[src/rtl/periph_bus_pkg.sv]
// Shared definitions for the peripheral bus arbiter.
//   - region encodings carried in the requester address bits [7:6]
//   - arbiter FSM state type
//   - peripheral bus widths
package periph_bus_pkg;

    localparam int BUS_ADDR_W = 6;
    localparam int BUS_DATA_W = 8;

    localparam logic [1:0] REG_GPIOS  = 2'b00;
    localparam logic [1:0] REG_SERIAL = 2'b01;
    localparam logic [1:0] REG_TIMERS = 2'b10;
    localparam logic [1:0] REG_NONE   = 2'b11;

    typedef enum logic [1:0] {
        ST_IDLE   = 2'd0,
        ST_STROBE = 2'd1,
        ST_WAIT   = 2'd2,
        ST_ACK    = 2'd3
    } bus_state_e;

    // Region field of a requester address.
    function automatic logic [1:0] addr_region(input logic [7:0] addr);
        return addr[7:6];
    endfunction

endpackage

[src/rtl/rr_arbiter2.sv]
// Two-port round-robin grant selection (purely combinational).
//   req_i        : request levels, bit n = port n
//   last_grant_i : port granted most recently (register lives in the parent)
//   grant_o      : winning port index, meaningful only when valid_o is high
//   valid_o      : at least one port is requesting
module rr_arbiter2 (
    input  logic [1:0] req_i,
    input  logic       last_grant_i,
    output logic       grant_o,
    output logic       valid_o
);

    always_comb begin
        valid_o = |req_i;
        // On a tie the port that did not win last time goes next;
        // a lone requester always wins.
        if (req_i == 2'b11) begin
            grant_o = ~last_grant_i;
        end else begin
            grant_o = req_i[1];
        end
    end

endmodule

[src/rtl/periph_bus_arbiter.sv]
// Shares the 8-bit peripheral bus between the CPU (port 0) and a secondary
// host (port 1). Round-robin arbitration, region decode into per-peripheral
// write enables, registered read-data mux and a one-cycle ack per access.
//
// Ports:
//   wb_clk_i, rst                 clock, asynchronous active-high reset
//   m<n>_req/we/addr/wdata        requester n: level request held until ack,
//                                 write flag, {region[1:0], offset[5:0]}, data
//   m<n>_ack, m<n>_rdata          one-cycle completion pulse, read data (held)
//   bus_addr, bus_data_out        offset / write data of the granted access
//   bus_cyc                       one-cycle access strobe (not for region 11)
//   bus_we_gpios/serial_ports/timers  region-qualified write enables
//   bus_in_gpios/serial_ports/timers  peripheral read data
//   bus_owner                     index of the current or last grant
//
// Handshake: a requester raises req and holds it; the access is committed when
// granted in IDLE and always completes with exactly one ack pulse, even if req
// drops meanwhile. Every output comes straight from a register.
module periph_bus_arbiter
    import periph_bus_pkg::*;
#(
    parameter int         WAIT_CYCLES   = 1,     // legal 1..7
    parameter logic [7:0] UNMAPPED_DATA = 8'hFF
) (
    input  logic                  wb_clk_i,
    input  logic                  rst,
    input  logic                  m0_req,
    input  logic                  m1_req,
    input  logic                  m0_we,
    input  logic                  m1_we,
    input  logic [7:0]            m0_addr,
    input  logic [7:0]            m1_addr,
    input  logic [7:0]            m0_wdata,
    input  logic [7:0]            m1_wdata,
    output logic                  m0_ack,
    output logic                  m1_ack,
    output logic [7:0]            m0_rdata,
    output logic [7:0]            m1_rdata,
    output logic [BUS_ADDR_W-1:0] bus_addr,
    output logic [BUS_DATA_W-1:0] bus_data_out,
    output logic                  bus_cyc,
    output logic                  bus_we_gpios,
    output logic                  bus_we_serial_ports,
    output logic                  bus_we_timers,
    input  logic [7:0]            bus_in_gpios,
    input  logic [7:0]            bus_in_serial_ports,
    input  logic [7:0]            bus_in_timers,
    output logic                  bus_owner
);

    // Terminal WAIT count: WAIT holds WAIT_CYCLES-1 cycles, counted 0..N-2.
    localparam logic [2:0] WAIT_LAST = (WAIT_CYCLES > 1) ? 3'(WAIT_CYCLES - 2) : 3'd0;

    bus_state_e state_q, state_d;
    logic       last_q, last_d;
    logic       owner_q, owner_d;
    logic [BUS_ADDR_W-1:0] addr_q, addr_d;
    logic [BUS_DATA_W-1:0] wdata_q, wdata_d;
    logic [1:0] region_q, region_d;
    logic       we_q, we_d;
    logic [2:0] cnt_q, cnt_d;
    logic       cyc_q, cyc_d;
    logic       we_g_q, we_g_d, we_s_q, we_s_d, we_t_q, we_t_d;
    logic       ack0_q, ack0_d, ack1_q, ack1_d;
    logic [7:0] rd0_q, rd0_d, rd1_q, rd1_d;

    logic       grant, valid;
    logic [7:0] win_addr, win_wdata;
    logic       win_we;
    logic [1:0] win_region;
    logic [7:0] sampled;
    logic       to_ack;

    rr_arbiter2 u_rr (
        .req_i        ({m1_req, m0_req}),
        .last_grant_i (last_q),
        .grant_o      (grant),
        .valid_o      (valid)
    );

    assign win_addr   = grant ? m1_addr  : m0_addr;
    assign win_wdata  = grant ? m1_wdata : m0_wdata;
    assign win_we     = grant ? m1_we    : m0_we;
    assign win_region = addr_region(win_addr);

    // Read-data source for the latched region.
    always_comb begin
        unique case (region_q)
            REG_GPIOS:  sampled = bus_in_gpios;
            REG_SERIAL: sampled = bus_in_serial_ports;
            REG_TIMERS: sampled = bus_in_timers;
            default:    sampled = UNMAPPED_DATA;
        endcase
    end

    always_comb begin
        state_d  = state_q;
        last_d   = last_q;
        owner_d  = owner_q;
        addr_d   = addr_q;
        wdata_d  = wdata_q;
        region_d = region_q;
        we_d     = we_q;
        cnt_d    = cnt_q;
        cyc_d    = 1'b0;
        we_g_d   = 1'b0;
        we_s_d   = 1'b0;
        we_t_d   = 1'b0;
        ack0_d   = 1'b0;
        ack1_d   = 1'b0;
        rd0_d    = rd0_q;
        rd1_d    = rd1_q;
        to_ack   = 1'b0;

        unique case (state_q)
            ST_IDLE: begin
                if (valid) begin
                    state_d  = ST_STROBE;
                    last_d   = grant;
                    owner_d  = grant;
                    addr_d   = win_addr[BUS_ADDR_W-1:0];
                    wdata_d  = win_wdata;
                    region_d = win_region;
                    we_d     = win_we;
                    // Strobe outputs are loaded now so they are live in STROBE.
                    cyc_d    = (win_region != REG_NONE);
                    we_g_d   = win_we && (win_region == REG_GPIOS);
                    we_s_d   = win_we && (win_region == REG_SERIAL);
                    we_t_d   = win_we && (win_region == REG_TIMERS);
                end
            end
            ST_STROBE: begin
                if (WAIT_CYCLES > 1) begin
                    state_d = ST_WAIT;
                    cnt_d   = 3'd0;
                end else begin
                    state_d = ST_ACK;
                    to_ack  = 1'b1;
                end
            end
            ST_WAIT: begin
                if (cnt_q == WAIT_LAST) begin
                    state_d = ST_ACK;
                    to_ack  = 1'b1;
                end else begin
                    cnt_d = cnt_q + 3'd1;
                end
            end
            ST_ACK: begin
                state_d = ST_IDLE;
            end
            default: begin
                state_d = ST_IDLE;
            end
        endcase

        // Leaving the last STROBE/WAIT cycle: capture read data, raise ack.
        if (to_ack) begin
            if (owner_q) begin
                ack1_d = 1'b1;
                if (!we_q) rd1_d = sampled;
            end else begin
                ack0_d = 1'b1;
                if (!we_q) rd0_d = sampled;
            end
        end
    end

    always_ff @(posedge wb_clk_i or posedge rst) begin
        if (rst) begin
            state_q  <= ST_IDLE;
            last_q   <= 1'b1;
            owner_q  <= 1'b0;
            addr_q   <= '0;
            wdata_q  <= '0;
            region_q <= REG_GPIOS;
            we_q     <= 1'b0;
            cnt_q    <= 3'd0;
            cyc_q    <= 1'b0;
            we_g_q   <= 1'b0;
            we_s_q   <= 1'b0;
            we_t_q   <= 1'b0;
            ack0_q   <= 1'b0;
            ack1_q   <= 1'b0;
            rd0_q    <= 8'h00;
            rd1_q    <= 8'h00;
        end else begin
            state_q  <= state_d;
            last_q   <= last_d;
            owner_q  <= owner_d;
            addr_q   <= addr_d;
            wdata_q  <= wdata_d;
            region_q <= region_d;
            we_q     <= we_d;
            cnt_q    <= cnt_d;
            cyc_q    <= cyc_d;
            we_g_q   <= we_g_d;
            we_s_q   <= we_s_d;
            we_t_q   <= we_t_d;
            ack0_q   <= ack0_d;
            ack1_q   <= ack1_d;
            rd0_q    <= rd0_d;
            rd1_q    <= rd1_d;
        end
    end

    assign m0_ack              = ack0_q;
    assign m1_ack              = ack1_q;
    assign m0_rdata            = rd0_q;
    assign m1_rdata            = rd1_q;
    assign bus_addr            = addr_q;
    assign bus_data_out        = wdata_q;
    assign bus_cyc             = cyc_q;
    assign bus_we_gpios        = we_g_q;
    assign bus_we_serial_ports = we_s_q;
    assign bus_we_timers       = we_t_q;
    assign bus_owner           = owner_q;

endmodule

[config.mk]
export PLATFORM = sky130hd
export DESIGN_NAME = periph_bus_arbiter
export DESIGN_NICKNAME = d
export VERILOG_FILES = /design/src/rtl/periph_bus_pkg.sv /design/src/rtl/rr_arbiter2.sv /design/src/rtl/periph_bus_arbiter.sv
export SDC_FILE = /design/constraint.sdc
export NUM_CORES = 1
export LEC_CHECK = 0
export ABC_CLOCK_PERIOD_IN_PS = 1800
export CORE_ASPECT_RATIO = 0.8
export CORE_MARGIN = 4
export CORE_UTILIZATION = 42
export DETAILED_ROUTE_END_ITERATION = 7
export GPL_TIMING_DRIVEN = 0
export PLACE_DENSITY = 0.8
export SLEW_MARGIN = 0
export SYNTH_ARGS = -nofsm -noshare
export SYNTH_HDL_FRONTEND = slang
export SYNTH_SLANG_ARGS = --single-unit
[constraint.sdc]
create_clock -name wb_clk_i -period 1.8 [get_ports wb_clk_i]
set_input_delay 0.36 -clock wb_clk_i [delete_from_list [all_inputs] [get_ports wb_clk_i]]
set_output_delay 0.36 -clock wb_clk_i [all_outputs]
set_load 0.1 [all_outputs]
# Word level (Yosys, flattened, before mapping)
# Index checks and enable logic that the tools add are counted.
[totals]
register_bits = 46
out_inout_bits = 37
word_cells = 67
in_bits = 62
[op_classes]
add_sub_neg = 1
bitwise_logic = 4
n_reduce_logical = 13
eq_ne = 11
mux = 22
[ops]
columns = ["op", "count"]
rows = [
  ["case mux 8 bit (3 select lines)", 1],
  ["2-to-1 mux 8 bit", 2],
  ["2-to-1 mux 1 bit", 15],
  ["equality test 2 bit (second input constant)", 5],
  ["case mux 2 bit (4 select lines)", 1],
  ["equality test 2 x 1 -> 1 bit (second input constant)", 3],
  ["logical NOT 2 bit", 3],
  ["AND reduction 2 bit", 3],
  ["AND reduction 3 bit", 2],
  ["2-to-1 mux 2 bit", 2],
  ["inequality test 2 bit (second input constant)", 2],
  ["inverter 1 bit", 4],
  ["adder 3 x 1 -> 3 bit (second input constant)", 1],
  ["logical AND 1 bit", 3],
  ["logical NOT 3 bit", 1],
  ["inequality test 2 x 1 -> 1 bit (second input constant)", 1],
  ["case mux 1 bit (2 select lines)", 1],
  ["OR reduction 2 bit", 1],
]

# Depth between registers and ports, before layout
# Gate-level depths: netlist of run 1.
[logic_depth]
word_depth = 7
mapped_depth = 6
ltp_nobuf = 5

# Cells and area by module
# From an unflattened synthesis of run 1, not the netlist that was laid out.
[hier_totals]
hier_cells = 191
hier_area_um2 = 2233.4
[modules_own_cells]
columns = ["mod", "cells_per_inst", "area_per_inst_um2", "seq_area_each_um2", "n_inst"]
rows = [
  ["periph_bus_arbiter", 189, 2219.6, 1152.4, 1],
  ["rr_arbiter2", 2, 13.8, 0.0, 1],
]

# Worst setup path after synthesis of run 1
# Ideal clock, no wire load.
[synth_path]
kind = "register to register"
startpoint = "reg owner_q (netlist: bus_owner)"
endpoint = "reg rd0_q[0] (netlist: m0_rdata[0])"
synth_period_minus_slack_ns = 1.852
path_stages_with_launch = 4
t_arrival_ns = 1.726
setup_ns = 0.126
required_time_ns = 1.674
slack_ns = -0.052
path_buffers = 0
path_cell_list = "dfrtp_1 -> inv_1 -> o2111ai_4 -> mux2_2"
[synth_between]
elab_chain_cells = 2
[synth_rtl]
columns = ["element", "line_no", "text"]
rows = [
  ["start, declared", "periph_bus_arbiter.sv:56", "logic owner_q, owner_d;"],
  ["start signal, assigned", "periph_bus_arbiter.sv:190", "owner_q <= owner_d;"],
  ["inverter 1 bit (no line)", "--", ""],
  ["AND reduction 3 bit (no line)", "--", ""],
  ["end signal, assigned", "periph_bus_arbiter.sv:202", "rd0_q <= rd0_d;"],
  ["end, declared", "periph_bus_arbiter.sv:65", "logic [7:0] rd0_q, rd0_d, rd1_q, rd1_d;"],
]
# No other way between the ends.
# A chain may end at the register's enable or synchronous reset.

# Final worst setup path of run 1
[layout_path]
startpoint = "reg state_q[0]"
endpoint = "reg rd1_q[5] (netlist: m1_rdata[5])"
[layout_between]
elab_chain_cells = 3
word_cells_on_any_way = 4
classes_between = "eq/ne: 2; mux: 1; reduce/logical: 1"
[layout_rtl]
columns = ["element", "line_no", "text"]
rows = [
  ["start, declared", "periph_bus_arbiter.sv:54", "bus_state_e state_q, state_d;"],
  ["start signal, assigned", "periph_bus_arbiter.sv:188", "state_q <= state_d;"],
  ["equality test 2 bit or equality test 2 x 1 -> 1 bit (tied branches)", "periph_bus_arbiter.sv:115", "unique case (state_q)"],
  ["case mux 1 bit (2 select lines) (*)", "periph_bus_arbiter.sv:115", ""],
  ["AND reduction 3 bit (no line) (*)", "--", ""],
  ["end signal, assigned", "periph_bus_arbiter.sv:203", "rd1_q <= rd1_d;"],
  ["end, declared", "periph_bus_arbiter.sv:65", ""],
]
# Mark *: on every way between the ends. The rest lies on a longest branch, timed or not.

==> results.ini, run 1 <==
[layout]
syn_to_final_growth_pct=55.2
nets=365
layout_common_cells=clkdlybuf4s50_1, dfrtp_1, clkdlybuf4s15_2, mux2_2, nand2_1
drive_gt1_share_pct=28.9
finish.instance_area_sq_um=3530
num_antenna_cells=0
finish.utilization_pct=68.9
final_common_cell=clkdlybuf4s50_1

[status]
status=finished, final reports clean

[clocking]
htreeDepth=2
clk_latency_ns=0.29
cts_buffers=5
clock_sinks=46
cts_tree=yes
clock_path_buffers=2
cts.clk_slew.worst_paths_ns=0.08
cts-root-buf=clkbuf_8

[route]
drt_first_pass_iters=4
final_antenna_net_count=0
wl_per_cell_um=15.5
via_per_inst=5.03
vias=1811
first_iter_violations=71
drc=0
drt_wl_total_um=5570

[sta]
period_share_pct=96.4
setup_violations=0
fin_crit_ns=1.74
skew_ns=0.00494
setup_ws_ns=0.0643
rsz0062_at_grt=true
slew_viol_final=0
fin_hold_ws_ns=0.397
maxSlewHeadroom_pct=62.4
finalHoldViolations=0
fmax_ghz=0.576
max_slew.worst_pin.slew_ns=0.567

[global_routing]
grt_pass1_vias=1892
grt-ovfl-total=0
antenna_found_initial=0
grt_max_degree=26
grt_usage_pct=17.5
grt_pass1_wl_um=9170

[critical_path]
crit_path_start_kind=flip-flop
critPathArrivalTime_ns=1.91
path_class=flip-flop to flip-flop
endpoint_kind=flip-flop
worstPathMaxFanout=8
required_ns=1.98

[synthesis]
yosysTopAreaCell=dfrtp_1
synth_area_sq_um=2270
ys_seq_area_share_pct=50.7
syn_nets=256
synth_seq_cells=46
synthCells=188
syn_avg_cell_area_sq_um=12.1
synth_top_area_share_pct=49.6
yosysUniqueCellTypes=34
synth_area_leaders=dfrtp_1, mux2_2, mux2i_1
ys_warn_count=0

[place]
gp_congestion=0.682
placed_area_sq_um=3350
pre_cts_ws_ns=-0.180
portBuffers=98
dp_hpwl_um=4350

[die]
die-area_sq_um=6660
std_cell_rows=23
start_util_pct=44.4
die_w_um=90.2
core_sq_um=5120
die_h_um=73.8
pin_count=99

[hold_path]
hold_class=input pin to asynchronous set/reset pin

[run]
drv_cap=0

## metrics by stage
step | instances | TNS [ns]
final | 360 | 0
after global routing | 360 | -0.0789
after CTS | 358 | 0
after detailed placement | 349 | -3.72
after global placement | 348 | -26.81
after floorplan | 188 | 0
## path summary, 6_finish.rpt
check	cells past startpoint	start	end	slack [ns]
max	5	state_q[0]$_DFFE_PP0P_	m1_rdata[5]$_DFFE_PP0P_	0.06
max reg2reg	5	state_q[0]$_DFFE_PP0P_	m1_rdata[5]$_DFFE_PP0P_	0.06
min	2	rst	m1_rdata[6]$_DFFE_PP0P_	0.40
min in group wb_clk_i	2	bus_data_out[7]$_DFFE_PP0P_	bus_data_out[7]$_DFFE_PP0P_	0.48
max in group asynchronous	3	rst	last_q$_DFFE_PP1P_	0.84
min reg2reg	2	bus_data_out[7]$_DFFE_PP0P_	bus_data_out[7]$_DFFE_PP0P_	0.48
## metal layers
| layer | GRT usage [%] | share of wire [%] |
|---|---|---|
| met4 | 5.09 | 1.4 |
| met3 | 8.19 | 11 |
| met1 | 20.3 | 42 |
| met5 | 0 | 0 |
| met2 | 29.2 | 46 |
## area by class of cell
class                   count  area (sq um)
clock inverters             1          5.00
inverters                   8          30.0
multi-input cells         126          1040
well taps                  62          77.6
fillers                   415          1600
repair buffers            102          1080
plain buffers               8          53.8
flip-flops and latches     46          1150
clock buffers               7          86.3
## worst max-delay path: stages, from the launching register on
cell       delay (ns)
dfrtp_1          0.36
inv_1            0.08
ha_2             0.22
and3b_4          0.22
o2111ai_4        0.36
mux2_2           0.38
## cells by family after synthesis
kind of cell | Yosys count | share of synthesized area, %
flip-flops | 46 | 50.7
multiplexers | 43 | 20.4
AO/OA/AOI/OAI | 40 | 13.9
AND/OR/NAND/NOR | 36 | 7.65
buffers and inverters | 16 | 3.69
adder cells (fa/ha/maj) | 6 | 3.30
XOR/XNOR | 1 | 0.386
## Yosys cell counts
| cell type | n |
|---|---|
| mux2_1 | 1 |
| inv_1 | 8 |
| a21boi_4 | 1 |
| a31oi_1 | 1 |
| a211oi_1 | 3 |
| mux2_2 | 25 |
| nand3b_1 | 2 |
| clkbuf_2 | 1 |
| dfrtp_1 | 45 |
| o21ai_1 | 10 |
| or3_1 | 1 |
| nand2b_1 | 2 |
| o21ai_0 | 8 |
| xnor2_1 | 1 |
| o21ai_2 | 1 |
| a21oi_1 | 1 |
| and3b_4 | 1 |
| nor2_1 | 5 |
| dfstp_2 | 1 |
| nor3_1 | 1 |
| mux2i_1 | 17 |
| or2b_1 | 1 |
| ha_1 | 6 |
| nand2_1 | 21 |
| a21o_1 | 1 |
| o22a_1 | 8 |
| o2111ai_4 | 2 |
| or3b_1 | 2 |
| clkbuf_1 | 4 |
| a22o_1 | 1 |
| a311oi_1 | 1 |
| buf_6 | 3 |
| a22oi_1 | 1 |
| a32oi_1 | 1 |
## sequential cells by signal (all words and copies together), names as in the netlist, 2 cells and up
| register | cells |
|---|---|
| state_q | 2 |
| bus_addr | 6 |
| region_q | 2 |
| cnt_q | 3 |
| bus_data_out | 8 |
| m0_rdata | 8 |
| m1_rdata | 8 |
## what timing repair did
| action | CTS | global route |
|---|---|---|
| gates resized for setup | 111 | 1 |
| endpoints found under the setup margin | 39 | 20 |
| hold buffers | 0 | 0 |
| buffers inserted | 1 | 2 |
| pin swaps | 1 | 1 |
Power of run 1 is left out: the tool's default activity adds up to more than one toggle a clock period on the data nets, which glitch-free logic cannot reach.
==> run 2, diff against run 1 <==
- SYNTH_HIERARCHICAL: default -> 1
==> run 2 against run 1 <==
  * Utilization increased by 0.34 points
  * Die area shrank 1.5%
  * Synthesized area is 1.7% lower
  * Via count decreased by 0.17%
  * Global-route usage increased by 0.45 points
  * Non-clock buffer count is 1 higher
  * Fmax increased by 0.24%
  * Wire length up 1.5%
==> results.ini, run 2 <==
[synthesis]
syn_avg_cell_area_sq_um=11.7
synth_top_flop_cell=dfrtp_1
synth_top_area_share_pct=50.4
ys_warn_count=6
synth_compound_area_share_pct=12.0
synth_top_family_by_area=multiplexers
syn_nets=259
synth-edff-count=0
yosysUniqueCellTypes=31
ys_seq_area_share_pct=51.6
yosys-top-cells-count=dfrtp_1, mux2_2, nand2_1, o21ai_0, mux2i_1
synth_most_common_cell=dfrtp_1
synthMuxAreaShare_pct=21.0
synth_area_leaders=dfrtp_1, mux2_2, mux2i_1
synthArstFlopShare_pct=100
synthCells=191
synth_area_sq_um=2230
yosysTopAreaCell=dfrtp_1
yosys.area_share.simple_pct=8.07
synth_seq_cells=46
synth_fa_ha_area_share_pct=3.36
synth_xor_area_share_pct=0.392

[run]
drv_cap=0

[place]
gp_congestion=0.714
pre_cts_ws_ns=-0.228
place_inst=352
portBuffers=98
dp_hpwl_um=4480

[critical_path]
regToRegEndpoint=m1_rdata[2]$_DFFE_PP0P_
r2r-start=state_q[0]$_DFFE_PP0P_
required_ns=1.99
rrSetupSlack_ns=0.07
endpoint_kind=flip-flop
path_cells=inv_1, ha_1, and3b_4, o2111ai_4, buf_12, mux2_2
startpoint=state_q[0]$_DFFE_PP0P_
crit_path_start_kind=flip-flop
cp.depth=6
crit_family=flip-flops
slowest_stage=dfrtp_1
worst-path-buf-inv=2
worstPathMaxFanout=8
ff2ff_path_depth=6
cp-endpoint=m1_rdata[2]$_DFFE_PP0P_
slowest_delay_ns=0.36
critPathArrivalTime_ns=1.92
path_class=flip-flop to flip-flop

[clocking]
cts-root-buf=clkbuf_8
cts_buffers=5
cts.clk_slew.worst_paths_ns=0.09
clk_latency_ns=0.30
cts_tree=yes
cts_hold_buf=0
clock_sinks=46
htreeDepth=2
clock_path_buffers=2

[die]
die_w_um=89.5
core_sq_um=5060
std_cell_rows=23
die_h_um=73.2
die-area_sq_um=6560
pin_count=99
start_util_pct=44.1

[global_routing]
grt_max_degree=28
grt_pass1_vias=1844
grt-ovfl-total=0
grt_pass1_wl_um=8870
grt_usage_pct=17.9
antenna_found_initial=0

[layout]
drive_gt1_share_pct=28.2
nets=368
final_common_cell=clkdlybuf4s50_1
layout_common_cells=clkdlybuf4s50_1, dfrtp_1, clkdlybuf4s15_2, mux2_2, nand2_1
finalNonFillerCells=363
num_antenna_cells=0
syn_to_final_growth_pct=56.9

[sta]
period_share_pct=96.2
slew_viol_final=0
max_slew.worst_pin.slew_ns=0.572
fin_crit_ns=1.73
skew_ns=0.00405
maxSlewHeadroom_pct=62.0
setup_ws_ns=0.0686
setup_violations=0
finalHoldViolations=0
fmax_ghz=0.578

[route]
final_antenna_net_count=0
drt_wl_total_um=5650
first_iter_violations=52
wl_per_cell_um=15.6
drc=0
via_per_inst=4.98
vias=1808
drt_first_pass_iters=4

[hold_path]
hold_class=input pin to asynchronous set/reset pin

[status]
status=finished, final reports clean

[run 2: cell types whose count changed after synthesis, sizes merged, moves of 2 or more]
cell    before  now
or3b         2    0
a211oi       3    0
nor2         5    9
nand2       21   23
nand3b       2    0
[run 2: timing repair]
action                     CTS  global route
setup endpoints to repair   37            25
resized for setup          111             1
pin swaps                    0             2
setup buffers                0             3
[run 2: per-stage QoR]
step                      setup TNS [ns]  utilization, %  hold WS (ns)  area [sq um]
after floorplan                        0               -         0.439          2230
after global placement            -29.03            65.0         0.448          3290
after detailed placement           -4.40            65.4         0.458          3310
after CTS                              0            68.2         0.396          3450
after global routing             -0.0501            69.2         0.431          3500
final                                  0            69.2         0.379          3500
[run 2: final cells by class]
cell class | count | area, sq um
Timing Repair Buffer | 102 | 1090
Tap cell | 62 | 77.6
Fill cell | 381 | 1560
Inverter | 9 | 33.8
Clock inverter | 2 | 12.5
Buffer | 9 | 48.8
Sequential cell | 46 | 1150
Clock buffer | 6 | 82.6
Multi-Input combinational cell | 127 | 1000
[run 2: routing by layer]
metal	GRT usage (%)	part of all wire, %	vias up
li1	-	-	888
met1	24.0	43	880
met2	29.4	52	33
met3	3.50	3.8	7
met4	5.29	1.2	0
met5	0	0	-
[run 2: kinds of logic (layout without fill, tap and decap cells)]
family                   Yosys count  in the layout
flip-flops                        46             46
multiplexers                      43             43
AND/OR/NAND/NOR                   41             41
AO/OA/AOI/OAI                     36             36
buffers and inverters             18            128
adder cells (fa/ha/maj)            6              6
XOR/XNOR                           1              1
[run 2: how the worst min path moves through the flow]
stage | startpoint | end | cells past startpoint | slack (ns)
global placement | last_q$_DFFE_PP1P_ | last_q$_DFFE_PP1P_ | 2 | 0.45
CTS | rst | cnt_q[2]$_DFFE_PP0P_ | 2 | 0.40
finish | rst | cnt_q[2]$_DFFE_PP0P_ | 2 | 0.38
detailed placement | last_q$_DFFE_PP1P_ | last_q$_DFFE_PP1P_ | 2 | 0.46
global route | rst | bus_addr[4]$_DFFE_PP0P_ | 2 | 0.43
floorplan | last_q$_DFFE_PP1P_ | last_q$_DFFE_PP1P_ | 2 | 0.44
Power of run 2 is left out for the same reason.
